$ cat src/rtl/video_sync_gen.sv
// Programmable raster timing generator with an 8-bit CPU register port.
// Produces registered sync/display-enable/coordinates plus a scanline and vertical-blank interrupt.
module video_sync_gen #(
  parameter int CLK_DIV  = 2,
  parameter int H_ACTIVE = 640,
  parameter int H_FP     = 16,
  parameter int H_SYNC   = 96,
  parameter int H_BP     = 48,
  parameter int V_ACTIVE = 480,
  parameter int V_FP     = 10,
  parameter int V_SYNC   = 2,
  parameter int V_BP     = 33
) (
  input  logic       clk,
  input  logic       rst_n,
  input  logic       ce,
  input  logic       wren,
  input  logic       ren,
  input  logic [1:0] addr,
  input  logic [7:0] from_cpu,
  output logic [7:0] to_cpu,
  output logic       hsync,
  output logic       vsync,
  output logic       de,
  output logic       pix_stb,
  output logic [9:0] x,
  output logic [9:0] y,
  output logic       sync_int
);

  localparam int H_TOTAL = H_ACTIVE + H_FP + H_SYNC + H_BP;
  localparam int V_TOTAL = V_ACTIVE + V_FP + V_SYNC + V_BP;
  localparam int PW      = (CLK_DIV > 1) ? $clog2(CLK_DIV) : 1;

  localparam logic [PW-1:0] PRE_LAST = PW'(CLK_DIV - 1);
  localparam logic [PW-1:0] PRE_ONE  = PW'(1);
  localparam logic [9:0]    H_LAST   = 10'(H_TOTAL - 1);
  localparam logic [9:0]    V_LAST   = 10'(V_TOTAL - 1);
  localparam logic [9:0]    H_ACT    = 10'(H_ACTIVE);
  localparam logic [9:0]    V_ACT    = 10'(V_ACTIVE);
  localparam logic [9:0]    HS_FIRST = 10'(H_ACTIVE + H_FP);
  localparam logic [9:0]    HS_LAST  = 10'(H_ACTIVE + H_FP + H_SYNC - 1);
  localparam logic [9:0]    VS_FIRST = 10'(V_ACTIVE + V_FP);
  localparam logic [9:0]    VS_LAST  = 10'(V_ACTIVE + V_FP + V_SYNC - 1);

  typedef enum logic [1:0] {
    REG_CTRL    = 2'd0,
    REG_CMP_LO  = 2'd1,
    REG_CMP_HI  = 2'd2,
    REG_INT_CLR = 2'd3
  } reg_addr_e;

  logic [2:0]    ctrl;
  logic [9:0]    cmp;
  logic          line_f;
  logic          vbl_f;
  logic [PW-1:0] presc;

  logic          wr;
  logic          rd;
  logic          en_nxt;
  logic          wrap;
  logic [9:0]    x_nxt;
  logic [9:0]    y_nxt;
  logic          de_nxt;
  logic          hsync_nxt;
  logic          vsync_nxt;
  logic          line_set;
  logic          vbl_set;
  logic          line_clr;
  logic          vbl_clr;

  always_comb begin
    // NOTE: every signal written here gets a default first, so no path can infer a latch.
    wr        = ce & wren;
    rd        = ce & ren;
    en_nxt    = ctrl[0];
    pix_stb   = ctrl[0] && (presc == PRE_LAST);
    wrap      = 1'b0;
    x_nxt     = x;
    y_nxt     = y;
    line_clr  = 1'b0;
    vbl_clr   = 1'b0;

    if (wr && addr == REG_CTRL) en_nxt = from_cpu[0];
    if (wr && addr == REG_INT_CLR) begin
      line_clr = from_cpu[0];
      vbl_clr  = from_cpu[1];
    end

    if (pix_stb) begin
      if (x == H_LAST) begin
        wrap  = 1'b1;
        x_nxt = '0;
        y_nxt = (y == V_LAST) ? '0 : y + 10'd1;
      end else begin
        x_nxt = x + 10'd1;
      end
    end

    // Decodes look at the post-update position so they stay aligned with x/y.
    de_nxt    = (x_nxt < H_ACT) && (y_nxt < V_ACT);
    hsync_nxt = !((x_nxt >= HS_FIRST) && (x_nxt <= HS_LAST));
    vsync_nxt = !((y_nxt >= VS_FIRST) && (y_nxt <= VS_LAST));

    // A compare value past the last line can never equal y_nxt; the bound keeps that explicit.
    line_set  = wrap && en_nxt && (y_nxt == cmp) && (cmp <= V_LAST);
    vbl_set   = wrap && en_nxt && (y_nxt == V_ACT);
  end

  // NOTE: sequential state uses non-blocking assignments so every register samples pre-edge values.
  always_ff @(posedge clk or negedge rst_n) begin
    if (!rst_n) begin
      presc <= '0;
      x     <= '0;
      y     <= '0;
      hsync <= 1'b1;
      vsync <= 1'b1;
      de    <= 1'b0;
    end else if (!en_nxt) begin
      presc <= '0;
      x     <= '0;
      y     <= '0;
      hsync <= 1'b1;
      vsync <= 1'b1;
      de    <= 1'b0;
    end else begin
      presc <= (!ctrl[0] || pix_stb) ? '0 : presc + PRE_ONE;
      // The enabling edge loads the decodes for (0,0) so outputs agree with x/y at once.
      if (pix_stb || !ctrl[0]) begin
        x     <= x_nxt;
        y     <= y_nxt;
        hsync <= hsync_nxt;
        vsync <= vsync_nxt;
        de    <= de_nxt;
      end
    end
  end

  always_ff @(posedge clk or negedge rst_n) begin
    if (!rst_n) begin
      ctrl   <= '0;
      cmp    <= '0;
      line_f <= 1'b0;
      vbl_f  <= 1'b0;
    end else begin
      if (wr) begin
        case (addr)
          REG_CTRL:   ctrl      <= from_cpu[2:0];
          REG_CMP_LO: cmp[7:0]  <= from_cpu;
          REG_CMP_HI: cmp[9:8]  <= from_cpu[1:0];
          default:    ;
        endcase
      end
      line_f <= line_set | (line_f & ~line_clr);
      vbl_f  <= vbl_set  | (vbl_f  & ~vbl_clr);
    end
  end

  always_ff @(posedge clk or negedge rst_n) begin
    if (!rst_n) begin
      to_cpu <= '0;
    end else if (rd) begin
      case (addr)
        REG_CTRL:   to_cpu <= {5'b0, ctrl};
        REG_CMP_LO: to_cpu <= y[7:0];
        REG_CMP_HI: to_cpu <= {6'b0, y[9:8]};
        default:    to_cpu <= {4'b0, ~vsync, ~hsync, vbl_f, line_f};
      endcase
    end
  end

  assign sync_int = (line_f & ctrl[1]) | (vbl_f & ctrl[2]);

endmodule

$ cat config.mk
export PLATFORM = sky130hd
export DESIGN_NAME = video_sync_gen
export DESIGN_NICKNAME = d
export VERILOG_FILES = /design/src/rtl/video_sync_gen.sv
export SDC_FILE = /design/constraint.sdc
export NUM_CORES = 1
export LEC_CHECK = 0
export ABC_AREA = 1
export BUFFER_PORTS_ARGS = -buffer_cell sky130_fd_sc_hd__buf_2
export CAP_MARGIN = 20
export CORE_MARGIN = 1
export CORE_UTILIZATION = 40
export DETAILED_ROUTE_END_ITERATION = 8
export PLACE_DENSITY = 0.61
export REMOVE_ABC_BUFFERS = 1
export SLEW_MARGIN = 20
export SYNTH_ARGS = -nofsm -noshare
export SYNTH_HDL_FRONTEND = slang
export SYNTH_SLANG_ARGS = --single-unit
export TNS_END_PERCENT = 100
$ cat constraint.sdc
create_clock -name clk -period 1.7 [get_ports clk]
set_input_delay 0.425 -clock clk [delete_from_list [all_inputs] [get_ports clk]]
set_output_delay 0.425 -clock clk [all_outputs]
set_load 0.01 [all_outputs]
# Yosys cells after proc, flatten, opt, wreduce, memory -nomap -nowiden
# Index checks and enable logic that the tools add are counted.
dict set report op_classes {
  magnitude_cmp 7
  n_addsub 3
  n_reduce_logical 18
  eq_ne 8
  bitwise_logic 13
  mux 23
}
# operator n
set ops {}
lappend ops {{$mux 10} 9}
lappend ops {{$pmux 8 s3} 1}
lappend ops {{$add 10x1->10 const B} 2}
lappend ops {{$eq 10x10->1 const B} 2}
lappend ops {{$le 10x10->1 const B} 2}
lappend ops {{$mux 1} 13}
lappend ops {{$eq 10x10->1} 1}
lappend ops {{$eq 10x9->1 const B} 1}
lappend ops {{$ge 10x10->1 const B} 1}
lappend ops {{$ge 10x9->1 const B} 1}
lappend ops {{$le 10x9->1 const B} 1}
lappend ops {{$logic_and 1x1->1} 10}
lappend ops {{$lt 10x10->1 const B} 1}
lappend ops {{$lt 10x9->1 const B} 1}
lappend ops {{$and 1x1->1} 6}
lappend ops {{$reduce_and 2->1} 3}
lappend ops {{$eq 2x2->1 const B} 2}
lappend ops {{$not 1->1} 4}
lappend ops {{$logic_not 1->1} 3}
lappend ops {{$or 1x1->1} 3}
lappend ops {{$eq 2x1->1 const B} 1}
lappend ops {{$logic_not 2->1} 1}
lappend ops {{$ne 2x1->1 const B} 1}
lappend ops {{$add 1x1->1 const B} 1}
lappend ops {{$logic_or 1x1->1} 1}
dict set report totals {
  elab_cells 84
  out_inout_bits 33
  input_bits 15
  regBits 47
}

# Logic depth before layout (Yosys ltp)
# Gate-level depths: netlist of the first run.
dict set report logic_depth {
  ltp_word 9
  mapped_depth 15
  depth_no_buf 15
}

# Worst setup path after synthesis of the first run
# OpenSTA, ideal clock, no wires.
dict set report synth_timing {
  path_type {register to register}
  from {register x[0]}
  to {register line_f}
  synth_period_minus_slack_ns 1.775
  n_path_buf 0
  slack_ns -0.075
  setup_ns 0.120
  stages_incl_launch_ff 15
  t_arrival_ns 1.654
  required_time_ns 1.580
  path_cell_list {dfrtp_1 -> ha_1 -> nand2_1 -> nor2_4 -> nand2_2 -> nor3_2 -> o21ai_0 -> nand2_1 -> nand2_1 -> nand2_1 -> nor2_1 -> nand2_1 -> nor2_1 -> nand2_1 -> nand2_1}
}
dict set report synth_via {
  elab_chain_cells 7
  elab_cells_between_ends 10
  cone_classes {2 x eq/ne; 4 x mux; 1 x bitwise; 3 x reduce/logical}
}
# item line_no
set synth_lines {}
lappend synth_lines {{start, declared} 26} ;# output logic [9:0] x,
lappend synth_lines {{start signal, assigned} 131} ;# x <= x_nxt;
lappend synth_lines {{$eq 10x10->1 (*)} 92} ;# if (x == H_LAST) begin
lappend synth_lines {{$mux 10 / $mux 1 (equally long branches)} 92}
lappend synth_lines {{$mux 10 / $mux 1 (equally long branches)} 91} ;# if (pix_stb) begin
lappend synth_lines {{$eq 10x10->1 / $logic_and 1x1->1 (equally long branches)} 107} ;# line_set = wrap && en_nxt && (y_nxt == cmp) && (cmp <= V_LAST);
lappend synth_lines {{$logic_and 1x1->1 (*) (2 in a row)} 107}
lappend synth_lines {{$or 1x1->1 (*)} 155} ;# line_f <= line_set | (line_f & ~line_clr);
lappend synth_lines {{end signal, assigned} 155}
lappend synth_lines {{end, declared} 55} ;# logic line_f;
# Every way passes the cells marked *; elsewhere a longest branch is shown, timed or not.
# A chain may end at the register's enable or synchronous reset.

# Worst setup path in the final report of the first run
# Ends and elaborated chain as after synthesis.

==> results of run 1 <==
metrics by stage:
stage / worst slack, ps / hold slack (ps) / instance area (um^2) / util [%]
2_1_floorplan: -74.57 / 129.4 / 2694 / -
3_3_place_gp: -307.1 / 431.6 / 3503 / 54.24
3_5_place_dp: -322.1 / 434.1 / 3503 / 54.24
4_1_cts: -249.1 / 100.4 / 3847 / 59.57
5_1_grt: -424.1 / 105.5 / 4064 / 62.92
6_report: -318.5 / 84.55 / 4064 / 62.92
cell type report:
type / count / area [um^2]
fill: 600 / 2395
multi-input combinational: 285 / 1632
sequential: 47 / 1179
timing repair buffer: 123 / 860.8
inverter: 47 / 178.9
tap: 77 / 96.34
clock buffer: 6 / 82.58
clock inverter: 2 / 35.03
cells in the final DEF, fill, tap and decap left out, types with 3 or more instances in the layout:
cell type and instances:
nand2_1 89, buf_4 66, buf_2 47, nor2_1 46, dfrtp_1 45, inv_1 42
nand2_2 26, nand3_1 20, o21ai_0 19, nor2_2 13, nor2_4 10, nand4_1 9
nand3_2 8, buf_6 8, a21oi_1 7, clkbuf_8 6, nand2_4 4, inv_2 4
nor3_1 4, nand3_4 3, a221oi_1 3
state kept, by name, summed over array words and instances, names as in the netlist:
register / cells
vsync: 1
cmp: 10
y: 10
presc: 1
x: 10
to_cpu: 8
de: 1
line_f: 1
vbl_f: 1
ctrl: 3
hsync: 1
worst paths after layout:
path,from,endpoint,slack [ps],cells past startpoint
min,rst_n,x[2],80,2
max,x[0],line_f,-320,12
min reg2reg,de,de,470,2
max in group asynchronous,rst_n,hsync,1330,2
min in group clk,from_cpu[3],cmp[3],360,3
max reg2reg,x[0],line_f,-320,12
repair_timing:
| item | in CTS | in global routing |
|---|---|---|
| endpoints found under the setup margin | 10 | 19 |
| buffers inserted | 11 | 7 |
| pin swaps | 17 | 29 |
| gates resized for setup | 47 | 47 |
| hold buffers | 0 | 0 |
Yosys cell counts, types with 2 or more instances:
| master | count |
|---|---|
| buf_2 | 2 |
| nor2_2 | 2 |
| ha_1 | 3 |
| nor3_1 | 6 |
| nor2_1 | 63 |
| a221oi_1 | 3 |
| a21oi_1 | 9 |
| o21ai_0 | 22 |
| xor2_1 | 3 |
| nand2_1 | 115 |
| nand3b_1 | 2 |
| inv_1 | 46 |
| dfstp_2 | 2 |
| a31oi_1 | 2 |
| nor2_4 | 4 |
| clkbuf_1 | 4 |
| nand3_1 | 29 |
| nand4_1 | 9 |
| nand3_2 | 2 |
| nand2_2 | 3 |
| dfrtp_1 | 45 |
cells by family (layout without fill, tap and decap cells):
logic type                 Yosys count  count (layout)  synth area share (%)
buffers and inverters               53             178                 7.409
and+or+nand+nor                    237             237                 37.97
DFF                                 47              47                 43.35
AOI/OAI and AO/OA                   41              41                 8.606
xor gates and xnor gates             4               4                 1.289
adders and majority gates            3               3                 1.381
per-layer routing:
metal  vias up  wire [um]  part of all wire [%]
met5         -          0                     0
met4         0        176                   2.1
met3        18        350                   4.2
met2        82       4075                    49
met1      1390       3792                    45
li1       1472          -                     -
power groups by stage:
stage	registers [mW]	clock network, mW	logic [mW]
finish	1.26	0.882	0.401
detailed placement	1.28	0	0.379
global placement	1.28	0	0.375
CTS	1.26	0.896	0.390
floorplan	1.27	0	0.191
global route	1.27	0.939	0.452
worst max-delay path, stage by stage, from the launching register on:
cell      delay [ps]
dfrtp_1          370
ha_2             190
nand2_2           70
nor2_4           140
buf_6            130
nand4_1          230
o21bai_2         310
nand2_2          110
nand2_1           70
nand4_1           90
nor2_1           100
nand2_1           90
nand2_1           60
==> out/results.md, run 1 <==
| Parameter | This run |
| --- | --- |
| Status | complete, but fails checks |
| Failing checks | DRC, setup timing |
| Clock latency on the worst-skew pair | 310 ps |
| Leading post-synthesis cells by cell area | dfrtp_1, nand2_1, nor2_1, inv_1, nand3_1 |
| Quantity of I/O buffers inserted on ports | 47 |
| Synthesized flop and latch total | 47 |
| Finished Layout Cells | 587 |
| Global router's overall resource usage | 23.96% |
| Total count of max-transition violations in the final report | 0 |
| # H-tree levels | 2 |
| Leakage power total | 2.053 nW |
| Antenna Diode Count | 0 |
| Worst Max-Slew Pin Slew | 374.9 ps |
| Worst clock skew on the final layout | 4.456 ps |
| I/O pin count | 48 |
| Total core area | 0.006459 mm^2 |
| Final setup violation count | 13 |
| Post-synthesis cell area | 0.002719 mm^2 |
| Buffer depth of the longest clock path | 2 |
| Cell Int Power | 1.825 mW |
| Critical path data required time | 1950 ps |
| Placed Instances | 565 |
| Share of flip-flops with an asynchronous set or reset | 100.0% |
| Via count of the first global-routing pass | 2788 |
| Antenna violations before repair | 0 |
| Die outline area | 0.007131 mm^2 |
| FMAX | 495.4 MHz |
| Critical Setup Path Class | register to register |
| Worst slew margin | 74.94% |
| Overall die width | 84.45 um |
| Post-Route Setup TNS | -1772 ps |
| Clock network fraction of design power | 34.7% |
| Final net count | 527 |
| Leading area contributor after synthesis | dfrtp_1 |
| Half-perimeter wire length of the detailed placement result | 6.088 mm |
| Fraction of post-synthesis cell area in the top cell type by area | 41.42% |
| Final worst-path cycle share | 118.7% |
| DRC violations left | 15 |
| Via density per instance | 5.046 |
| Global-route wire length before repair | 13.25 mm |
| Sequential fraction of design power | 49.5% |
| ANT nets after route | 0 |
| Library cells used by synthesis | 30 |
| Post-detailed-routing wire length | 8.395 mm |
| Sink count of the clock tree | 47 |
| Busiest grt layer | met2 |
| Number of cell rows | 29 |
| TritonCTS buffer count | 5 |
| Part of the Yosys area used for sequential elements | 43.35% |
| Initial DRC count | 182 |
| GR met3 Demand/Resource | 3.441% |
| Overall die height | 84.45 um |
| Total global routing overflow | 0 |
| Total iterations of the first detailed-routing run | 7 |
| Sw Ratio | 28.22% |
| Routing usage on met1 | 31.32% |
| Endpoint kind of the worst setup timing path | register |
| Hold crit path type | input port to async pin |
| Number of instances in the synthesized netlist | 385 |
| Combinational power share | 15.8% |
| Setup repair after global routing missed its margin | true |
| Shortest clock period the worst path allows after layout | 2019 ps |
| Switching power of the nets | 0.7172 mW |
| Share of post-route cells with drive strength above 1 | 42.16% |
| Cell Pwr Density | 625.5 mW/mm^2 |
| Initial Utilization | 42.10% |
| Maximum number of pins on one net before global-route repair | 48 |
| Total via count after detailed routing | 2962 |
| Layout overhead on the synthesized area | 49.47% |
| Syn. warnings | 0 |
| Crit path max fanout | 4 |
| Clock tree from TritonCTS | yes |
| Clock transition at the registers of the reported paths | 90 ps |
| Number of max-cap violations | 0 |
| Arrival @ worst endpoint | 2270 ps |
| Category of the worst setup path launch point | register |
| Final worst-path setup slack | -318.5 ps |
| Hold violation count in the final report | 0 |
| Mean cell area of the mapped netlist | 7.062 um^2 |
| Final routed wire length divided by cell count | 14.30 um |
| CTS root buffer | clkbuf_8 |
| Placer congestion estimate | 0.8861 |
| GRT met2 Usage | 40.61% |
| IR drop worst, VDD | 0.4290 mV |
| Total Power Consumption | 2.542 mW |
| Ys flop type | dfrtp_1 |
| Number of enable flip-flop cells after synthesis | 0 |
Note: power is estimated with default switching activity, not from simulation.
==> inputs of run 2 (changes only) <==
CTS_BUF_LIST = sky130_fd_sc_hd__clkbuf_16   (was unset)
==> out/results.md, run 2 (synthesis gave the netlist of run 1 again) <==
| Parameter | This run |
| --- | --- |
| Status | complete, but fails checks |
| Failing checks | DRC, setup timing |
| Worst Max-Slew Pin Slew | 381.0 ps |
| Stage delay of the slowest cell on the critical path | 360 ps |
| Layout overhead on the synthesized area | 46.30% |
| Share of post-route cells with drive strength above 1 | 37.90% |
| Final routed wire length divided by cell count | 14.14 um |
| Via count of the first global-routing pass | 2768 |
| Leakage power total | 2.069 nW |
| DRC violations left | 14 |
| Kind of cell adding the most delay to the critical path | simple AND/OR/NAND/NOR gates |
| FMAX | 511.6 MHz |
| Overall die height | 84.45 um |
| Worst reg2reg path depth | 15 |
| Final design area excluding fillers | 0.003978 mm^2 |
| Final Core Density | 61.58% |
| Worst slew margin | 74.54% |
| Final setup violation count | 10 |
| Overall die width | 84.45 um |
| Number of hold buffers added after CTS | 0 |
| Critical path origin | x[0] |
| Hold crit path type | input port to async pin |
| Via density per instance | 5.029 |
| Post-detailed-routing wire length | 8.213 mm |
| Cell Pwr Density | 696.5 mW/mm^2 |
| Clock latency on the worst-skew pair | 290 ps |
| Antenna Diode Count | 0 |
| List of cells traversed by the critical path | ha_2 > nand2_2 > nor2_4 > buf_6 > nand3_4 > nor2_4 > buf_12 > nand2_1 > nand3_2 > nand3_2 > nor2_2 > nand2_1 > nor2_1 > nand2_1 > nand2_1 |
| Antenna violations before repair | 0 |
| Total global routing overflow | 0 |
| Critical Setup Path Class | register to register |
| Endpoint kind of the worst setup timing path | register |
| Global-route wire length before repair | 13.19 mm |
| IR drop worst, VDD | 0.5321 mV |
| Category of the worst setup path launch point | register |
| Crit path max fanout | 7 |
| Crit. path cell count | 15 |
| Number of cell rows | 29 |
| Shortest clock period the worst path allows after layout | 1955 ps |
| Flop2flop setup slack | -250 ps |
| Final net count | 521 |
| Total core area | 0.006459 mm^2 |
| Placement-stage worst setup slack | -322.1 ps |
| Quantity of I/O buffers inserted on ports | 47 |
| Initial Utilization | 42.10% |
| # H-tree levels | 2 |
| Number of max-cap violations | 0 |
| Setup repair after global routing missed its margin | true |
| Endpoint of the most critical setup path | line_f |
| Dpl cell area | 0.003503 mm^2 |
| Global router's overall resource usage | 23.98% |
| Arrival @ worst endpoint | 2190 ps |
| Final worst-path cycle share | 115.0% |
| Clock tree from TritonCTS | yes |
| Clock transition at the registers of the reported paths | 60 ps |
| Critical Path Most Common Cell | nand2_1 |
| Die outline area | 0.007131 mm^2 |
| I/O pin count | 48 |
| Critical path data required time | 1930 ps |
| Total via count after detailed routing | 2922 |
| Total count of max-transition violations in the final report | 0 |
| Largest regs | cmp: 10 flops, x: 10 flops, y: 10 flops |
| CTS root buffer | clkbuf_16 |
| Critical register-to-register path endpoint | line_f |
| Worst clock skew on the final layout | 3.461 ps |
| Reg2reg start | x[0] |
| ANT nets after route | 0 |
| Buffer depth of the longest clock path | 2 |
| Standard cell with the maximum stage delay on the critical path | dfrtp_1 |
| Leading cell type in the layout, fill and taps excluded | nand2_1 |
| Placed Instances | 565 |
| Half-perimeter wire length of the detailed placement result | 6.088 mm |
| TritonCTS buffer count | 5 |
| Initial DRC count | 162 |
| Sink count of the clock tree | 47 |
| Placer congestion estimate | 0.8861 |
| Maximum number of pins on one net before global-route repair | 48 |
| Finished Layout Cells | 581 |
| Hold violation count in the final report | 0 |
| Total iterations of the first detailed-routing run | 7 |
| Final worst-path setup slack | -254.7 ps |
| Total buffers and inverters traversed by the critical path | 2 |
| Highest-count cells in the layout ignoring fill and taps | nand2_1, buf_4, nor2_1 |
[run 2: cell count changes in the layout (fill, tap and decap cells not counted), moves of 4 or more]
cell and change:
nand3_1 +5, clkbuf_8 -6, nand2_2 -5, nor2_1 +4
nand3_2 -4, buf_4 -4, clkbuf_16 +5
[run 2: repair_timing]
| action | in CTS | in global routing |
|---|---|---|
| setup endpoints to repair | 9 | 17 |
| gates resized for setup | 36 | 36 |
| setup buffers | 8 | 2 |
| pin swaps | 14 | 21 |
[run 2: stage by stage]
step                total power, mW  setup TNS [ps]  hold WS [ps]
global placement              1.652           -1429         431.6
finish                        2.770           -1013         112.5
detailed placement            1.657           -1585         434.1
floorplan                     1.461          -174.5         129.4
CTS                           2.780           -1209         128.7
global route                  2.887           -2817         136.7
[run 2: final cells by class]
type,instances,area [um^2]
fill,612,2481
multi-input combinational,285,1551
sequential,47,1179
timing repair buffer,117,808.3
inverter,47,178.9
clock buffer,5,125.1
tap,77,96.34
clock inverter,3,38.79
[run 2: worst register-to-register path, stage by stage (launching register included)]
cell and delay, ps:
dfrtp_1 360, ha_2 190, nand2_2 70, nor2_4 140
buf_6 130, nand3_4 90, nor2_4 130, buf_12 150
nand2_1 70, nand3_2 70, nand3_2 80, nor2_2 130
nand2_1 60, nor2_1 100, nand2_1 80, nand2_1 60
[run 2: worst min-delay path by stage]
| stage | startpoint | to | depth (start not counted) |
|---|---|---|---|
| 2_1_floorplan | rst_n | cmp[0] | 0 |
| 3_3_place_gp | rst_n | x[2] | 2 |
| 3_5_place_dp | rst_n | x[2] | 2 |
| 4_1_cts | rst_n | x[2] | 2 |
| 5_1_grt | rst_n | x[3] | 2 |
| 6_report | rst_n | x[2] | 2 |
[run 2: routing by layer]
layer	track usage, %	wire length [um]	up-vias
li1	-	-	1463
met1	30.88	3750	1384
met2	40.98	4043	64
met3	3.540	281	11
met4	9.091	136	0
met5	0	0	-
[run 2: power breakdown]
group          switching [mW]  leakage [nW]  internal [mW]
Clock                   0.429        0.0812          0.687
Combinational           0.242          1.37          0.153
Sequential             0.0668         0.619           1.19
Total                   0.737          2.07           2.03
